## src/rtl/fact_pkg.sv

```systemverilog
// rtl/fact_pkg.sv - shared state encoding and sizing for the factorial accelerator
package fact_pkg;

  typedef enum logic [2:0] {
    IDLE  = 3'd0,
    CHECK = 3'd1,
    MULT  = 3'd2,
    DONE  = 3'd3,
    ERR   = 3'd4
  } fact_state_t;

  localparam int FACT_NW    = 4;
  localparam int FACT_WIDTH = 32;
  localparam int FACT_NMAX  = 12;

endpackage

```

## src/rtl/fact_dp.sv

```systemverilog
// rtl/fact_dp.sv - factorial datapath: down-counter, running product and loop compares
module fact_dp
  import fact_pkg::*;
#(
  parameter int NW    = FACT_NW,
  parameter int WIDTH = FACT_WIDTH,
  parameter int NMAX  = FACT_NMAX
) (
  input  logic             clk,
  input  logic             rst,
  input  logic             load,
  input  logic             step,
  input  logic [NW-1:0]    n_in,
  output logic [WIDTH-1:0] prod,
  output logic             cnt_gt_max,
  output logic             cnt_le_1
);

  localparam logic [NW-1:0] NMAX_C = NW'(NMAX);
  localparam logic [NW-1:0] ONE_C  = NW'(1);

  logic [NW-1:0]    cnt_q, cnt_d;
  logic [WIDTH-1:0] prod_q, prod_d;

  always_comb begin
    cnt_d  = cnt_q;
    prod_d = prod_q;
    if (load) begin
      cnt_d  = n_in;
      prod_d = WIDTH'(1);
    end else if (step) begin
      cnt_d  = cnt_q - ONE_C;
      prod_d = prod_q * {{(WIDTH-NW){1'b0}}, cnt_q};
    end
  end

  always_ff @(posedge clk or posedge rst) begin
    if (rst) begin
      cnt_q  <= '0;
      prod_q <= WIDTH'(1);
    end else begin
      cnt_q  <= cnt_d;
      prod_q <= prod_d;
    end
  end

  assign prod       = prod_q;
  assign cnt_gt_max = (cnt_q > NMAX_C);
  assign cnt_le_1   = (cnt_q <= ONE_C);

endmodule

```

## src/rtl/fact_ctrl.sv

```systemverilog
// rtl/fact_ctrl.sv - factorial sequencing FSM and status decode
// Optional completion interrupt pulse when FACT_IRQ_EN is defined.
module fact_ctrl
  import fact_pkg::*;
#(
  parameter int NW    = FACT_NW,
  parameter int WIDTH = FACT_WIDTH,
  parameter int NMAX  = FACT_NMAX
) (
  input  logic             clk,
  input  logic             rst,
  input  logic             go,
  input  logic [NW-1:0]    n,
  output logic             busy,
  output logic             done,
  output logic             err,
  output logic [WIDTH-1:0] result,
  output logic             irq
);

  fact_state_t      state_q, state_d;
  logic             load, step;
  logic             cnt_gt_max, cnt_le_1;
  logic [WIDTH-1:0] prod;

  fact_dp #(.NW(NW), .WIDTH(WIDTH), .NMAX(NMAX)) u_dp (
    .clk        (clk),
    .rst        (rst),
    .load       (load),
    .step       (step),
    .n_in       (n),
    .prod       (prod),
    .cnt_gt_max (cnt_gt_max),
    .cnt_le_1   (cnt_le_1)
  );

  always_comb begin
    state_d = state_q;
    load    = 1'b0;
    step    = 1'b0;
    case (state_q)
      IDLE, DONE, ERR: begin
        if (go) begin
          load    = 1'b1;
          state_d = CHECK;
        end
      end
      CHECK: begin
        if (cnt_gt_max)    state_d = ERR;
        else if (cnt_le_1) state_d = DONE;
        else               state_d = MULT;
      end
      MULT: begin
        step    = 1'b1;
        state_d = CHECK;
      end
      default: state_d = IDLE;
    endcase
  end

  always_ff @(posedge clk or posedge rst) begin
    if (rst) state_q <= IDLE;
    else     state_q <= state_d;
  end

  assign busy   = (state_q == CHECK) || (state_q == MULT);
  assign done   = (state_q == DONE);
  assign err    = (state_q == ERR);
  assign result = done ? prod : '0;

`ifdef FACT_IRQ_EN
  // Only CHECK can enter DONE/ERR, so this marks the first terminal cycle.
  logic irq_q, irq_d;

  always_comb begin
    irq_d = (state_q == CHECK) && ((state_d == DONE) || (state_d == ERR));
  end

  always_ff @(posedge clk or posedge rst) begin
    if (rst) irq_q <= 1'b0;
    else     irq_q <= irq_d;
  end

  assign irq = irq_q;
`else
  assign irq = 1'b0;
`endif

endmodule

```

## config.mk

```make
export PLATFORM = sky130hd
export DESIGN_NAME = fact_ctrl
export DESIGN_NICKNAME = d
export VERILOG_FILES = /design/src/rtl/fact_pkg.sv /design/src/rtl/fact_dp.sv /design/src/rtl/fact_ctrl.sv
export SDC_FILE = /design/constraint.sdc
export NUM_CORES = 1
export LEC_CHECK = 0
export CAP_MARGIN = 30
export CORE_ASPECT_RATIO = 2
export CORE_UTILIZATION = 39
export CTS_CLUSTER_DIAMETER = 200
export CTS_CLUSTER_SIZE = 12
export DETAILED_ROUTE_END_ITERATION = 16
export HOLD_SLACK_MARGIN = 0.08
export SYNTH_ARGS = -nofsm -noshare
export SYNTH_HDL_FRONTEND = slang
export SYNTH_HIERARCHICAL = 1
export SYNTH_SLANG_ARGS = --single-unit
```

## constraint.sdc

```tcl
create_clock -name clk -period 8.52 [get_ports clk]
set_input_delay 1.278 -clock clk [delete_from_list [all_inputs] [get_ports clk]]
set_output_delay 1.278 -clock clk [all_outputs]
set_load 0.01 [all_outputs]
```

# Yosys cells after proc, flatten, opt, wreduce, memory -nomap -nowiden
# Index checks and enable logic that the tools add are counted.
# word_totals
word_cells,28
out_inout_bits,36
register_bits,39
# classes
multipliers,1
n_reduce_logical,4
n_eq_ne,5
n_mux,12
n_addsub,1
magnitude_cmp,2
# ops
cell,count
$mux W32,3
$mul A32 B4 Y32,1
$pmux W3 S3,1
$mux W4,2
$eq A3 B2 Y1 const B,2
$mux W3,2
$gt A4 B4 Y1 const B,1
$le A4 B1 Y1 const B,1
$mux W1,4
$sub A4 B1 Y4 const B,1
$eq A3 B1 Y1 const B,1
$eq A3 B3 Y1 const B,1
$logic_not A3 Y1,1
$reduce_or A3 Y1,1
$ne A2 B2 Y1 const B,1
$reduce_bool A2 Y1,1
$logic_or A1 B1 Y1,1

# Depth between registers and ports, before layout
# logic_depth
ltp_word,4
ltp_mapped,15
mapped_depth_nobuf,13

# Modules after synthesis
# Netlist, hierarchy kept.
# by_module_without_submodules
mod,cells_per_inst,area_per_inst_um2,instances
fact_dp,682,5451.5,1
fact_ctrl,58,449.2,1

# Least setup slack after synthesis
# OpenSTA, ideal clock, no wires.
# synth_path
path_kind,reg2reg
startpoint,reg u_dp.cnt_q[2]
endpoint,reg u_dp.prod_q[19] (netlist: u_dp/prod[19])
setup_time_ns,0.136
required_time_ns,8.384
path_stages_with_launch,16
path_buffers,2
slack_ns,4.769
arrival_ns,3.614
cell_sequence,dfrtp_1 buf_1 and2_1 fa_1 inv_1 fa_1 inv_1 ha_1 buf_6 a21o_1 a21o_1 a221oi_1 a211oi_2 or3_1 nand3_1 a21oi_1
# synth_via
elab_chain_cells,3
# synth_rtl
item,line,rtl
start: declaration,fact_dp.sv:22,"logic [NW-1:0] cnt_q, cnt_d;"
start signal: assignment,fact_dp.sv:42,cnt_q <= cnt_d;
$mul A32 B4 Y32,fact_dp.sv:33,"prod_d = prod_q * {{(WIDTH-NW){1'b0}}, cnt_q};"
$mux W32,fact_dp.sv:31,end else if (step) begin
$mux W32,fact_dp.sv:28,if (load) begin
end signal: assignment,fact_dp.sv:43,prod_q <= prod_d;
end: declaration,fact_dp.sv:23,"logic [WIDTH-1:0] prod_q, prod_d;"
# No other way between the ends. The select of a mux whose other input is x is not followed.
# A chain may end at the register's enable or synchronous reset.

# Worst setup path in the final report
# layout_path
startpoint,reg u_dp.cnt_q[3]
endpoint,reg u_dp.prod_q[29] (netlist: u_dp/prod[29])
# The elaborated chain is that of the path after synthesis.

==> metrics.md <==
| Metric | Value |
|---|---|
| Status | `finished, final reports clean` |
| Xor and xnor fraction of the mapped netlist area | `0.0430` |
| Synth Area in Adders | `0.268` |
| CTS tree | `done` |
| Final setup vio count | `0` |
| Row Count | `between 60 and 70` |
| Mapped Nets | `approximately 840` |
| Seq/Total Area, Yosys | `0.166` |
| DRT iter0 DRCs | `205` |
| Critical path class | `reg2reg` |
| Vias/cell | `5.36` |
| Routed wire per std cell | `around 18 µm` |
| Crit path max fanout | `32` |
| Cell count of the worst reg-to-reg path | `13` |
| Post-CTS setup buffers | `0` |
| Final std cells w/o fill | `about 960` |
| Via count | `~5000` |
| Fmax | `between 200 and 250 MHz` |
| Worst-Margin Slew | `between 1 and 1.5 ns` |
| CTS buffer count | `5` |
| Clock Latency Late Sink | `0.30 ns` |
| Largest family of logic cells by synthesized area | `adder cells` |
| Met1 usage | `0.218` |
| Mux contribution to synthesized area | `0.0204` |
| Startpoint types | `register` |
| Die area | `0.0157 mm²` |
| Max VDD drop | `between 90 and 100 µV` |
| Ports | `43` |
| Sinks on Clock Net | `39` |
| Setup TNS | `0 ns` |
| Layout area overhead | `11.8%` |
| RSZ-0062 raised after global routing | `false` |
| Initial antenna violation count | `0` |
| Residual DRC | `0` |
| CP Cell Sequence | `and2_1, fa_1, inv_1, fa_1, inv_1, ha_1, nand3_2, o32ai_2, a221oi_1, a211oi_2, a21oi_1, a41oi_1, o21ai_0` |
| Clock period minus worst slack | `~4.7 ns` |
| Cell area after synthesis | `between 0.005 and 0.006 mm²` |
| Fin. max-slew vios | `0` |
| Final #Nets | `861` |
| Leakage Power | `approximately 3 nW` |
| Syn Inst Count | `740` |
| WL final | `between 15000 and 20000 µm` |
| Crit end category | `register` |
| Routed Antenna Nets | `0` |
| H-tree depth | `2` |
| Synth Area in Compound Gates | `0.135` |
| Worst hold stages | `2` |
| Tcrit/Tclk final | `0.549` |
| Final hold violations | `0` |
| Port Buffer Count | `a little over 40` |
| GR peak layer | `met2` |
| Post-synth EDFFs | `0` |
| Top FF cell, synth | `dfrtp_1` |
| Rel. slew slack | `0.284` |
| Power density cells | `roughly 290 mW/mm²` |
| GP Congestion | `about 0.94` |
| #FFs+latches synth | `39` |
| DP Wirelength | `roughly 13000 µm` |
| Die H | `176 µm` |
| Vias in the first global route | `approximately 5700` |
| HP Class | `reg2reg` |
| Final Core Density | `0.445` |
| Gr usage total | `0.234` |
| Final setup skew | `approximately 0.0055 ns` |
| Diode count | `0` |
| Starting Density | `0.398` |
| Avg Inst Size Synth | `7.97 µm²` |
| Placed instance count | `950` |
| Arr. time, crit path | `roughly 4.9 ns` |
| Max Cap Viol | `0` |
| First-pass GRT wire length | `about 28000 µm` |
| Largest net degree at the start of global routing | `37` |
| Critical Path Max Stage Delay | `a little under 0.8 ns` |
| Max Root-Sink Buffers | `2` |
| Layout cell share with drive strength beyond 1 | `0.0380` |
| M3 GR Usage | `0.0206` |
| Die W | `89.0 µm` |
| Met2 Use GR | `0.450` |
| Cells resized by post-CTS repair | `0` |
| Ys Warns | `6` |
| Async S/R FF share, synth | `1.00` |
| Synth cell types | `66` |
| Synth Area in Simple Gates | `0.263` |
| Clock transition at path regs | `around 0.07 ns` |
| Reg2reg setup slack | `between 3 and 4 ns` |
| CP required | `roughly 8.7 ns` |
| CTS root buffer | `clkbuf_16` |
| Total grt overflow | `0` |
| Drt first pass iters | `4` |
| Hold_buf cts | `0` |
| Core area | `between 0.01 and 0.015 mm²` |
| Critical path's slowest cell | `dfrtp_1` |
critical path, delay by kind of cell, from the launching register on:
kind            cells  cell delay, ns
simple gates        2            0.56
compound gates      6            1.56
flops               1            0.79
buf+inv             2            0.12
fa+ha+maj           3            1.51
cells in the mapped netlist (all sizes together) (5+ instances only):
cell type / number / area (µm²)
o211ai: 6 / 50.1
a211oi: 6 / 50.1
o21ai: 28 / 140
fa: 57 / 1140
clkbuf: 21 / 78.8
and2: 119 / 747
a21oi: 41 / 220
ha: 35 / 438
dfrtp: 38 / 951
buf: 11 / 83.8
mux2i: 12 / 120
inv: 121 / 454
nor3: 8 / 40.0
nor2: 41 / 154
nand2: 81 / 304
xor2: 10 / 87.6
o31ai: 5 / 42.5
nand4: 6 / 37.5
xnor2: 19 / 166
o21a: 6 / 45.0
nand3: 10 / 55.1
where the power goes:
group | switching (W) | internal [W]
clock | 0.0000911 | 0.000108
sequential | 0.000150 | 0.000260
combinational | 0.000789 | 0.000503
cell usage in the layout, fill, tap and decap left out, types with 24 or more instances in the layout:
| master | Yosys | routed |
|---|---|---|
| inv_1 | 121 | 121 |
| and2_1 | 118 | 118 |
| nand2_1 | 81 | 81 |
| fa_1 | 57 | 57 |
| nor2_1 | 41 | 41 |
| clkdlybuf4s50_1 | 0 | 41 |
| a21oi_1 | 39 | 39 |
| dfrtp_1 | 38 | 38 |
| ha_1 | 35 | 35 |
| o21ai_0 | 24 | 24 |
final cells by class:
cell class	instances	area, µm²
clock buffer	5	125
clock inverter	3	20.0
fill	1603	8220
inverter	121	454
multi-input combinational	548	4310
sequential	39	977
tap	195	244
timing repair buffer	47	463
cells by family (layout without fill, tap and decap cells):
logic type      Yosys count  count (layout)
simple gates            294             294
buf+inv                 153             176
compound gates          120             120
fa+ha+maj                92              92
flops                    39              39
xor+xnor                 29              29
mux                      12              12
other cells               1               1
registers in the layout (all words and copies together), names as in the netlist:
signal and cells:
u_dp/prod 32, u_dp/cnt_q 4, state_q 3
path summary, 6_finish.rpt:
path	start	endpoint
worst max-delay path	u_dp/cnt_q[3]	u_dp/prod[29]
worst min-delay path	u_dp/prod[31]	u_dp/prod[31]
worst max register to register	u_dp/cnt_q[3]	u_dp/prod[29]
worst min register to register	u_dp/prod[31]	u_dp/prod[31]
max in group asynchronous	rst	u_dp/prod[1]
min in group asynchronous	rst	state_q[2]
per-stage QoR:
step	worst slack, ns	hold WS, ns	instance area (µm²)	total power (W)
after floorplan	4.77	0.469	5900	0.00132
after global placement	3.93	0.521	6430	0.00167
after detailed placement	3.91	0.540	6450	0.00171
after CTS	3.88	0.556	6600	0.00192
after global routing	3.60	0.583	6600	0.00209
final	3.85	0.550	6600	0.00190
per-layer routing:
layer | share of wire | vias up | wire, µm
li1 | - | 2399 | -
met1 | 0.33 | 2508 | 5520
met2 | 0.57 | 151 | 9610
met3 | 0.026 | 73 | 445
met4 | 0.073 | 0 | 1220
met5 | 0 | - | 0
No activity file was read; power rests on OpenSTA's default activity.
